--- src/rtl/pipeline_stage_register_if.sv ---
// pipeline_stage_register_if: handshake, hazard-control and payload bundle for one stage boundary
interface pipeline_stage_register_if #(
  parameter int DATA_WIDTH  = 32,
  parameter int CTRL_WIDTH  = 4,
  parameter int COUNT_WIDTH = 16
);
  logic                   stall;
  logic                   flush;
  logic                   in_valid;
  logic                   in_ready;
  logic [CTRL_WIDTH-1:0]  ctrl_in;
  logic [DATA_WIDTH-1:0]  data_in;
  logic                   out_valid;
  logic                   out_ready;
  logic [CTRL_WIDTH-1:0]  ctrl_out;
  logic [DATA_WIDTH-1:0]  data_out;
  logic [COUNT_WIDTH-1:0] killed_count;
  modport master (
    output stall, flush, in_valid, ctrl_in, data_in, out_ready,
    input  in_ready, out_valid, ctrl_out, data_out, killed_count
  );
  modport slave (
    input  stall, flush, in_valid, ctrl_in, data_in, out_ready,
    output in_ready, out_valid, ctrl_out, data_out, killed_count
  );
endinterface

--- src/rtl/pipeline_stage_register.sv ---
// pipeline_stage_register: handshaked stage register with stall, flush-to-bubble and saturating kill count
// Defining PIPELINE_SKID_BUFFER_EN adds a one-entry skid so in_ready depends on registered state only
module pipeline_stage_register #(
  parameter int DATA_WIDTH  = 32,
  parameter int CTRL_WIDTH  = 4,
  parameter int COUNT_WIDTH = 16
) (
  input logic                     clk,
  input logic                     reset_n,
  pipeline_stage_register_if.slave bus
);
  logic                   out_valid_q, out_valid_d;
  logic [CTRL_WIDTH-1:0]  ctrl_q, ctrl_d;
  logic [DATA_WIDTH-1:0]  data_q, data_d;
  logic [COUNT_WIDTH-1:0] count_q, count_d;
  logic [COUNT_WIDTH:0]   count_sum;
  logic                   skid_valid_q;
  logic [1:0]             kill_n;
  logic                   in_xfer, drain;
  logic                   src_valid;
  logic [CTRL_WIDTH-1:0]  src_ctrl;
  logic [DATA_WIDTH-1:0]  src_data;
`ifdef PIPELINE_SKID_BUFFER_EN
  logic                   skid_valid_d;
  logic [CTRL_WIDTH-1:0]  skid_ctrl_q, skid_ctrl_d;
  logic [DATA_WIDTH-1:0]  skid_data_q, skid_data_d;
  assign bus.in_ready = !bus.stall && !bus.flush && !skid_valid_q;
  // A pending skid entry always wins the output slot; in_ready is low then, so no input competes
  assign src_valid = skid_valid_q || in_xfer;
  assign src_ctrl  = skid_valid_q ? skid_ctrl_q : bus.ctrl_in;
  assign src_data  = skid_valid_q ? skid_data_q : bus.data_in;
  always_comb begin
    skid_valid_d = skid_valid_q;
    skid_ctrl_d  = skid_ctrl_q;
    skid_data_d  = skid_data_q;
    if (bus.flush || (drain && skid_valid_q)) skid_valid_d = 1'b0;
    else if (in_xfer && !drain) begin
      skid_valid_d = 1'b1;
      skid_ctrl_d  = bus.ctrl_in;
      skid_data_d  = bus.data_in;
    end
  end
  always_ff @(posedge clk) begin
    if (!reset_n) begin
      skid_valid_q <= 1'b0;
      skid_ctrl_q  <= '0;
      skid_data_q  <= '0;
    end else begin
      skid_valid_q <= skid_valid_d;
      skid_ctrl_q  <= skid_ctrl_d;
      skid_data_q  <= skid_data_d;
    end
  end
`else
  assign skid_valid_q = 1'b0;
  assign bus.in_ready = !bus.stall && !bus.flush && (!out_valid_q || bus.out_ready);
  assign src_valid    = in_xfer;
  assign src_ctrl     = bus.ctrl_in;
  assign src_data     = bus.data_in;
`endif
  assign in_xfer   = bus.in_valid && bus.in_ready;
  assign drain     = !out_valid_q || bus.out_ready;
  assign kill_n    = {1'b0, out_valid_q} + {1'b0, skid_valid_q};
  assign count_sum = {1'b0, count_q} + {{(COUNT_WIDTH-1){1'b0}}, kill_n};
  // An empty output slot holds zero ctrl so a bubble decodes as a NOP downstream
  always_comb begin
    out_valid_d = out_valid_q;
    ctrl_d      = ctrl_q;
    data_d      = data_q;
    count_d     = count_q;
    if (bus.flush) begin
      out_valid_d = 1'b0;
      ctrl_d      = '0;
      data_d      = '0;
      count_d     = count_sum[COUNT_WIDTH] ? '1 : count_sum[COUNT_WIDTH-1:0];
    end else if (drain) begin
      out_valid_d = src_valid;
      ctrl_d      = src_valid ? src_ctrl : '0;
      data_d      = src_valid ? src_data : '0;
    end
  end
  always_ff @(posedge clk) begin
    if (!reset_n) begin
      out_valid_q <= 1'b0;
      ctrl_q      <= '0;
      data_q      <= '0;
      count_q     <= '0;
    end else begin
      out_valid_q <= out_valid_d;
      ctrl_q      <= ctrl_d;
      data_q      <= data_d;
      count_q     <= count_d;
    end
  end
  assign bus.out_valid    = out_valid_q;
  assign bus.ctrl_out     = ctrl_q;
  assign bus.data_out     = data_q;
  assign bus.killed_count = count_q;
endmodule

--- src/flat_wrapper.sv ---
// flat-port wrapper written by rule: the top's interface ports become plain ports
module pipeline_stage_register_flat 
#(
  parameter int DATA_WIDTH  = 32,
  parameter int CTRL_WIDTH  = 4,
  parameter int COUNT_WIDTH = 16
)
  (clk, reset_n, bus_stall, bus_flush, bus_in_valid, bus_ctrl_in, bus_data_in, bus_out_ready, bus_in_ready, bus_out_valid, bus_ctrl_out, bus_data_out, bus_killed_count);
  pipeline_stage_register_if #(.DATA_WIDTH(DATA_WIDTH), .CTRL_WIDTH(CTRL_WIDTH), .COUNT_WIDTH(COUNT_WIDTH)) bus_i ();
  input logic clk;
  input logic reset_n;
  input wire logic [$bits(bus_i.stall)-1:0] bus_stall;
  input wire logic [$bits(bus_i.flush)-1:0] bus_flush;
  input wire logic [$bits(bus_i.in_valid)-1:0] bus_in_valid;
  input wire logic [$bits(bus_i.ctrl_in)-1:0] bus_ctrl_in;
  input wire logic [$bits(bus_i.data_in)-1:0] bus_data_in;
  input wire logic [$bits(bus_i.out_ready)-1:0] bus_out_ready;
  output wire logic [$bits(bus_i.in_ready)-1:0] bus_in_ready;
  output wire logic [$bits(bus_i.out_valid)-1:0] bus_out_valid;
  output wire logic [$bits(bus_i.ctrl_out)-1:0] bus_ctrl_out;
  output wire logic [$bits(bus_i.data_out)-1:0] bus_data_out;
  output wire logic [$bits(bus_i.killed_count)-1:0] bus_killed_count;
  assign bus_i.stall = bus_stall;
  assign bus_i.flush = bus_flush;
  assign bus_i.in_valid = bus_in_valid;
  assign bus_i.ctrl_in = bus_ctrl_in;
  assign bus_i.data_in = bus_data_in;
  assign bus_i.out_ready = bus_out_ready;
  assign bus_in_ready = bus_i.in_ready;
  assign bus_out_valid = bus_i.out_valid;
  assign bus_ctrl_out = bus_i.ctrl_out;
  assign bus_data_out = bus_i.data_out;
  assign bus_killed_count = bus_i.killed_count;
  pipeline_stage_register #(.DATA_WIDTH(DATA_WIDTH), .CTRL_WIDTH(CTRL_WIDTH), .COUNT_WIDTH(COUNT_WIDTH)) u_core (.clk(clk), .reset_n(reset_n), .bus(bus_i));
endmodule
--- config.mk ---
export PLATFORM = sky130hd
export DESIGN_NAME = pipeline_stage_register_flat
export DESIGN_NICKNAME = d
export VERILOG_FILES = /design/src/rtl/pipeline_stage_register_if.sv /design/src/rtl/pipeline_stage_register.sv /design/src/flat_wrapper.sv
export SDC_FILE = /design/constraint.sdc
export NUM_CORES = 1
export LEC_CHECK = 0
export BUFFER_PORTS_ARGS = -buffer_cell sky130_fd_sc_hd__buf_2
export CELL_PAD_IN_SITES_DETAIL_PLACEMENT = 0
export CELL_PAD_IN_SITES_GLOBAL_PLACEMENT = 1
export CORE_MARGIN = 5
export CORE_UTILIZATION = 30
export DETAILED_ROUTE_END_ITERATION = 8
export PLACE_DENSITY = 0.71
export SLEW_MARGIN = 5
export SYNTH_ARGS = -nofsm -noshare
export SYNTH_HDL_FRONTEND = slang
export SYNTH_SLANG_ARGS = --single-unit
--- constraint.sdc ---
create_clock -name clk -period 2.2 [get_ports clk]
set_clock_uncertainty 0.2 [all_clocks]
set_input_delay 0.55 -clock clk [delete_from_list [all_inputs] [get_ports clk]]
set_output_delay 0.55 -clock clk [all_outputs]
set_load 0.02 [all_outputs]
==> impl_summary.md, run 1 <==
Floorplanning
The overall die area is around 9500 um^2. The die is between 90 and 100 um wide. From bottom edge to top edge, the die measures 97.4 um. The initial cell density of the core is a little under a third. The total core area is about 7300 um^2. The number of cell rows is 31.

During I/O placement, the number of pins put on the boundary was 96.

Finish
The count of antenna diodes in the layout is 0. The top cell types in the final layout, fill and taps aside, are 95 x buf_2, 53 x dfxtp_1, 30 x nor2_2. Leaving out fill and tap cells, the most frequent cell in the layout is buf_2. For this run, the share of the core covered by cells in the final layout is slightly above 40%. The number of nets in the final layout is between 300 and 400.

From synthesis to final layout, the design area changed by 29.0%. The share of cells above drive strength 1 is 58.6%. For this run, the number of standard cells in the final layout without fillers is 408.

Logic synthesis
The total number of yosys warnings is 0. The synthesized cell area is ~2300 um^2. The cell type with the highest aggregate area in the netlist is dfxtp_1. The synthesized net count is 257. Counting every instance in the synthesized netlist gives ~210. The fraction of synthesized cell area taken by the top area cell type is approximately 46%. In the post-synthesis netlist, the biggest area contributors are dfxtp_1 46%, a22oi_2 16%, nor2_2 8.2%. The count of distinct cell types in the synthesized netlist is 37. Summing the sequential cell areas from Yosys gives 46.3% of the chip area. The synthesized design contains 53 register bits.

A synthesized cell averages between 10 and 15 um^2.

Pwr
Power spread over the standard cell area amounts to about 550 nW/um^2. The static leakage power is 1.19 nW. The post-layout total power is between 1.5 and 2 mW. The worst IR drop on VDD is ~0.24 mV.

CTS
The largest buffer count on any clock path is 2. The number of buffers inserted by hold repair at cts is 0. The clock net sink count is 53. The number of gates given a new drive strength after cts is 0.

Clock-pin slew was measured on the worst setup and hold paths at 0.09 ns. The insertion delay to the later sink of the worst-skew pair is approximately 0.30 ns. Buffers added to address setup during post-CTS repair amount to 0.

The H-tree was split into 2 levels. The root cell of the clock tree is clkbuf_8. TritonCTS built the clock tree.

Clock tree synthesis inserted a total of 5 buffers.

Route
In the routed design, unresolved DRC markers number 0. The vias after detailed routing is roughly 1900. The number of DRC violations after detailed-routing iteration 0 is 37. Dividing the detail-routed wire length by the instance count gives ~14 um. The total detailed-routing wirelength is about 5500 um.

The count of TritonRoute iterations in the first routing pass is 4. The mean number of vias per cell is 4.62. The count of antenna-violating nets left after detailed routing is 0.

Critical path
The kind of end point of the critical path is a primary output. The cell type group with the largest total delay on the critical path is flip-flops. For the worst setup path, the data required time is between 1 and 1.5 ns. The signal on the critical path passes through nor2b_4 > nor3_2 > buf_2.

The critical path starts at u_core.bus.out_valid. Of all nets on the critical path, the largest fanout is 4. The sum of buffers and inverters on the critical path is 1. The kind of start point of the critical path is a flip-flop.

The biggest cell delay along the critical path is about 0.4 ns. The worst reg2reg path depth is 5. The cell at the slowest stage of the critical path is dfxtp_1. The data arrival time of the critical path is 1.16 ns.

The worst flop-to-flop path startpoint is u_core.bus.out_valid. The number of cells on the critical path is 3. The setup path with the least slack is of type reg -> out.

STA
The number of pins with negative max-slew slack in the final report came to 0. Setup total negative slack on the finished layout was measured at 0 ns. In this run the tightest slew margin relative to its limit is a little under 70%. Subtracting the final worst setup slack from the clock period gives between 1.5 and 2 ns. The top achievable clock speed is roughly 520 MHz. The final count of hold timing violations came to 0. Of the available clock period, the critical path in the final layout requires between 80% and 90%. Setup repair after global routing left no endpoint under its margin. Setup violations remaining at the end of the flow were counted as 0.

The slew at the pin closest to its max-slew limit is 0.470 ns.

Worst hold path
Along the worst hold path, the cell count comes to 3. The path type of the worst min-delay path is in -> reg. The worst hold path begins at bus_data_in[6].

Place
The post-detailed-placement half-perimeter wirelength is between 4000 and 5000 um. Including well taps, the total number of placed cells is 400. The congestion estimate from routability-driven global placement came to about 0.74. The number of port buffers is between 90 and 100.

Job
Max-cap violations in this run came to 0.

Global route
The all-layer global routing usage is between 10% and 20%. The first global-routing pass estimated roughly 9100 um of wire. The via count of the first global-routing pass is about 1900. The total grt overflow is 0.

Entering global routing, the biggest net connects 31 pins. The number of antenna violations at the first check in global routing is 0.

Outcome
The run finished with clean final reports.
## worst reg2reg max path, cell delays in order, from the launching register on
cell and delay, ns:
dfxtp_1 0.40, ha_1 0.26, nand4_4 0.16, nor3_2 0.21
nand2_1 0.29, a31oi_1 0.23
## path summary, 6_finish.rpt
path	end	slack, ns
hold / removal	u_core.bus.data_out[6]	0.27
setup reg to reg	u_core.bus.killed_count[13]	0.37
setup / recovery	bus_in_ready	0.29
hold reg to reg	u_core.bus.data_out[14]	0.31
## routing by layer
| layer | share of wire (%) | vias to the layer above | GRT usage (%) | wire length, um |
|---|---|---|---|---|
| li1 | - | 955 | - | - |
| met1 | 45 | 858 | 14.7 | 2510 |
| met2 | 45 | 65 | 18.4 | 2520 |
| met3 | 7.9 | 8 | 3.73 | 440 |
| met4 | 1.3 | 0 | 3.19 | 70 |
| met5 | 0 | - | 0 | 0 |
## Yosys cell counts, drive strengths merged
master / instances
or2: 1
o221a: 1
nor3: 4
nand3: 4
xor2: 2
nor4b: 1
nor2b: 1
nand3b: 1
a211oi: 1
a21bo: 1
a41o: 1
mux2i: 1
a31oi: 5
ha: 2
inv: 3
nand4: 7
o21a: 1
dfxtp: 53
nor2: 46
nor4: 2
and3: 1
xnor2: 6
clkbuf: 1
o21ai: 2
nand2b: 1
nand2: 5
a21oi: 10
a22oi: 36
buf: 13
## stage by stage
step	hold slack, ns	worst slack [ns]	cell area, um^2
after floorplan	0.384	0.0626	2300
after global placement	0.284	0.288	2870
after detailed placement	0.292	0.226	2870
after CTS	0.263	0.268	2960
after global routing	0.271	0.171	2960
final	0.275	0.290	2960
## cell type report
class,instances,area [um^2]
Fill cell,749,4380
Multi-Input combinational cell,143,1130
Sequential cell,53,1060
Timing Repair Buffer,102,541
Tap cell,99,124
Clock buffer,5,68.8
Clock inverter,3,17.5
Inverter,3,11.3
## sequential cells by signal, summed over array words and instances, names as in the netlist
name / count
u_core.bus.data_out: 32
u_core.bus.ctrl_out: 4
u_core.bus.out_valid: 1
u_core.bus.killed_count: 16
## power breakdown
group | internal (mW) | switching (mW) | total (mW) | leakage [nW]
logic | 0.0567 | 0.0799 | 0.137 | 0.720
clock network | 0.220 | 0.309 | 0.529 | 0.0439
registers | 0.966 | 0.00465 | 0.971 | 0.428
## cells by family (layout without fill, tap and decap cells)
| logic type | count (synthesis) | count (layout) | share of synthesized area (%) |
|---|---|---|---|
| AO/OA/AOI/OAI | 58 | 58 | 24.4 |
| XOR/XNOR | 8 | 8 | 3.06 |
| adder cells (fa/ha/maj) | 2 | 2 | 1.09 |
| buffers and inverters | 17 | 113 | 4.91 |
| flip-flops | 53 | 53 | 46.3 |
| multiplexers | 1 | 1 | 0.437 |
| AND/OR/NAND/NOR | 74 | 74 | 19.8 |
Note: power is estimated with default switching activity, not from simulation.
==> run 2, diff against run 1 <==
--- a/config.mk
+++ b/config.mk
@@ -12,6 +12,7 @@
 export CORE_UTILIZATION = 30
 export DETAILED_ROUTE_END_ITERATION = 8
 export PLACE_DENSITY = 0.71
+export RECOVER_POWER = 25
 export SLEW_MARGIN = 5
 export SYNTH_ARGS = -nofsm -noshare
 export SYNTH_HDL_FRONTEND = slang
==> run 2 against run 1 <==
Against the previous run:
- design area decreased by 2.7%
- non-clock buffer count unchanged
- hold slack improved by 0.0010 ns
- first-iteration DRC count increased by 11%
- maximum frequency decreased by 1.8%
- final cell count unchanged
- combinational power decreased by 7%
- clock power about the same
- via count about the same
- power decreased by 0.56%
- sequential power about the same
- largest cell class unchanged
- largest power group unchanged
- highest routed layer unchanged
==> impl_summary.md, run 2 (same netlist as run 1, synthesis figures left out) <==
STA
The post-layout minimum cycle time is 1.95 ns (was 1.91 ns). The slew at the pin closest to its max-slew limit is 0.506 ns (was 0.470 ns). The worst-case headroom to the max-slew limit came to 66.3% (was 68.7%).

The number of pins with negative max-slew slack in the final report came to 0 (unchanged). The total negative slack for setup checks is 0 ns (unchanged). The part of the cycle the worst path needs is 88.5% (was 86.8%). The worst hold slack after final layout is 0.276 ns (was 0.275 ns).

The top achievable clock speed was 514 MHz (was 523 MHz). The worst setup margin was 0.254 ns (was 0.290 ns). The final count of hold timing violations is 0 (unchanged). Unrepaired setup endpoints after global routing: false (unchanged).

The total of endpoints with negative setup slack in the final report came to 0 (unchanged).

Critical path
The required time of the critical path is 1.45 ns (about the same). Crit-path cells: nor2b_2 > nor3_2 > buf_2 (was nor2b_4 > nor3_2 > buf_2). The cell at the slowest stage of the critical path is dfxtp_1 (unchanged). The kind of critical path is reg -> out (unchanged).

The timing startpoint of the critical path is u_core.bus.out_valid (unchanged). The worst reg2reg path depth came to 5 (unchanged). The minimum setup slack among reg-to-reg paths is 0.31 ns (was 0.37 ns).

The timing endpoint of the critical path is bus_in_ready (unchanged). The biggest cell delay along the critical path was 0.40 ns (about the same). The kind of end point of the critical path is a primary output (unchanged). The largest driver fanout on the critical path was 4 (unchanged).

The destination of the worst register-to-register timing path is u_core.bus.data_out[5] (was u_core.bus.killed_count[13]). The data arrival time of the critical path is 1.20 ns (was 1.16 ns). The worst flop-to-flop path startpoint is u_core.bus.out_valid (unchanged). The kind of start point of the critical path was a flip-flop (unchanged).

Place
The worst slack at placement is 0.226 ns (unchanged). The number of port buffers is 95 (unchanged). The final estimated routing congestion in global placement came to 0.738 (unchanged). The post-detailed-placement half-perimeter wirelength is 4140 um (unchanged).

Floorplanning
The initial cell density of the core is 31.3% (unchanged). The y dimension of the die is 97.4 um (unchanged). The horizontal extent of the die is 97.4 um (unchanged). The total I/O pin count is 96 (unchanged). The overall die area was 9480 um^2 (unchanged).

The total core area is 7330 um^2 (unchanged). The number of cell rows is 31 (unchanged).

Pwr
The static leakage power came to 1.13 nW (was 1.19 nW). The internal power consumption is 1.24 mW (about the same). The switching power total is 389 uW (was 393 uW). The sequential group share of total power is 59.6% (was 59.3%). The combinational share of power is 7.9% (was 8.3%). The switching share of power is 23.9% (was 24.0%). The areal power density over the cells came to 566 nW/um^2 (was 554 nW/um^2). The clock power share is 32.5% (was 32.3%). The worst IR drop on VDD came to 0.241 mV (about the same).

Finish
Most frequent cells in the layout: 85 x buf_2, 53 x dfxtp_1, 30 x nor2_2 (was 95 x buf_2, 53 x dfxtp_1, 30 x nor2_2). The number of nets in the final layout came to 352 (unchanged). The share of cells above drive strength 1 is 52.1% (was 58.6%). The number of flip-flops under the largest register name is 32 (unchanged). The signed area change from the synthesized netlist to the final layout is 25.5% (was 29.0%).

The most common library cell in the layout ignoring fill and taps is buf_2 (unchanged). The number of fill cells in the layout is 758 (was 749). The count of antenna diodes in the layout is 0 (unchanged).

CTS
The clock net sink count is 53 (unchanged). The CTS buffer count is 5 (unchanged). The clock-pin slew of the registers on the worst-case setup and hold paths is 0.09 ns (about the same). The number of buffers inserted by hold repair at cts is 0 (unchanged). The number of gates given a new drive strength after cts is 0 (unchanged). The clock tree from TritonCTS is built (unchanged).

The insertion delay to the later sink of the worst-skew pair is 0.30 ns (about the same). The largest buffer count on any clock path is 2 (unchanged). The deepest level of the CTS H-tree is 2 (unchanged).

The root cell of the clock tree is clkbuf_8 (unchanged). The total setup buffers inserted after CTS came to 0 (unchanged).

Route
The count of TritonRoute iterations in the first routing pass is 4 (unchanged). The number of DRC violations after detailed-routing iteration 0 was 41 (was 37). The routed wirelength normalized by instance count is 13.7 um (was 13.6 um).

The count of antenna-violating nets left after detailed routing is 0 (unchanged). The number of remaining DRC errors came to 0 (unchanged). The mean number of vias per cell was 4.62 (about the same). The vias after detailed routing came to 1885 (was 1886). The total detailed-routing wirelength came to 5570 um (was 5540 um).

Global route
The total grt overflow is 0 (unchanged). The all-layer global routing usage is 11.4% (unchanged). The pin count of the biggest net entering global routing came to 31 (unchanged). The number of antenna violations at the first check in global routing was 0 (unchanged). The global-route wire length before repair was 9140 um (unchanged). The via count of the first global-routing pass is 1909 (unchanged).

Worst hold path
The path type of the worst min-delay path is in -> reg (unchanged). The instance count along the most critical hold path is 3 (unchanged).

Job
The count of max-cap constraint violations is 0 (unchanged).

Outcome
Status: finished clean (unchanged).
-- run 2: per-layer routing --
metal / track usage (%) / share of wire [%] / routed length [um] / vias up
met2: 18.4 / 45 / 2510 / 66
met4: 3.19 / 1.3 / 70 / 0
li1: - / - / - / 955
met3: 3.73 / 7.9 / 438 / 8
met5: 0 / 0 / 0 / -
met1: 14.7 / 46 / 2550 / 856
-- run 2: through the flow --
stage	power, mW	area (um^2)	utilization, %	instances
finish	1.63	2880	39.2	408
global placement	1.13	2870	39.1	400
CTS	1.67	2960	40.3	408
detailed placement	1.13	2870	39.1	400
global route	1.71	2880	39.2	408
floorplan	1.07	2300	-	213
-- run 2: how the worst min path moves through the flow --
stage / from / endpoint / slack (ns)
after floorplan: u_core.bus.killed_count[8] / u_core.bus.killed_count[8] / 0.38
after global placement: u_core.bus.ctrl_out[3] / u_core.bus.ctrl_out[3] / 0.28
after detailed placement: u_core.bus.ctrl_out[3] / u_core.bus.ctrl_out[3] / 0.29
after CTS: bus_data_in[24] / u_core.bus.data_out[24] / 0.26
after global routing: bus_data_in[0] / u_core.bus.data_out[0] / 0.27
final: bus_data_in[6] / u_core.bus.data_out[6] / 0.28
-- run 2: area by class of cell --
class | instances | area, um^2 | share of cell area, %
multi-input combinational | 143 | 1070 | 37.3
sequential | 53 | 1060 | 36.9
timing repair buffer | 102 | 519 | 18.1
tap | 99 | 124 | 4.31
clock buffer | 5 | 68.8 | 2.39
clock inverter | 3 | 17.5 | 0.609
inverter | 3 | 11.3 | 0.392
-- run 2: power by group through the flow --
stage          logic (mW)  clock network [mW]  registers [mW]
3_5_place_dp        0.139                   0           0.993
3_3_place_gp        0.139                   0           0.993
5_1_grt             0.141               0.593           0.972
2_1_floorplan      0.0669                   0            1.00
4_1_cts             0.140               0.562           0.971
6_report            0.128               0.528           0.970
-- run 2: worst max-delay path, delay by kind of cell (launching register included) --
kind | cells | cell delay (ns)
flops | 1 | 0.40
simple gates | 2 | 0.35
buf+inv | 1 | 0.16
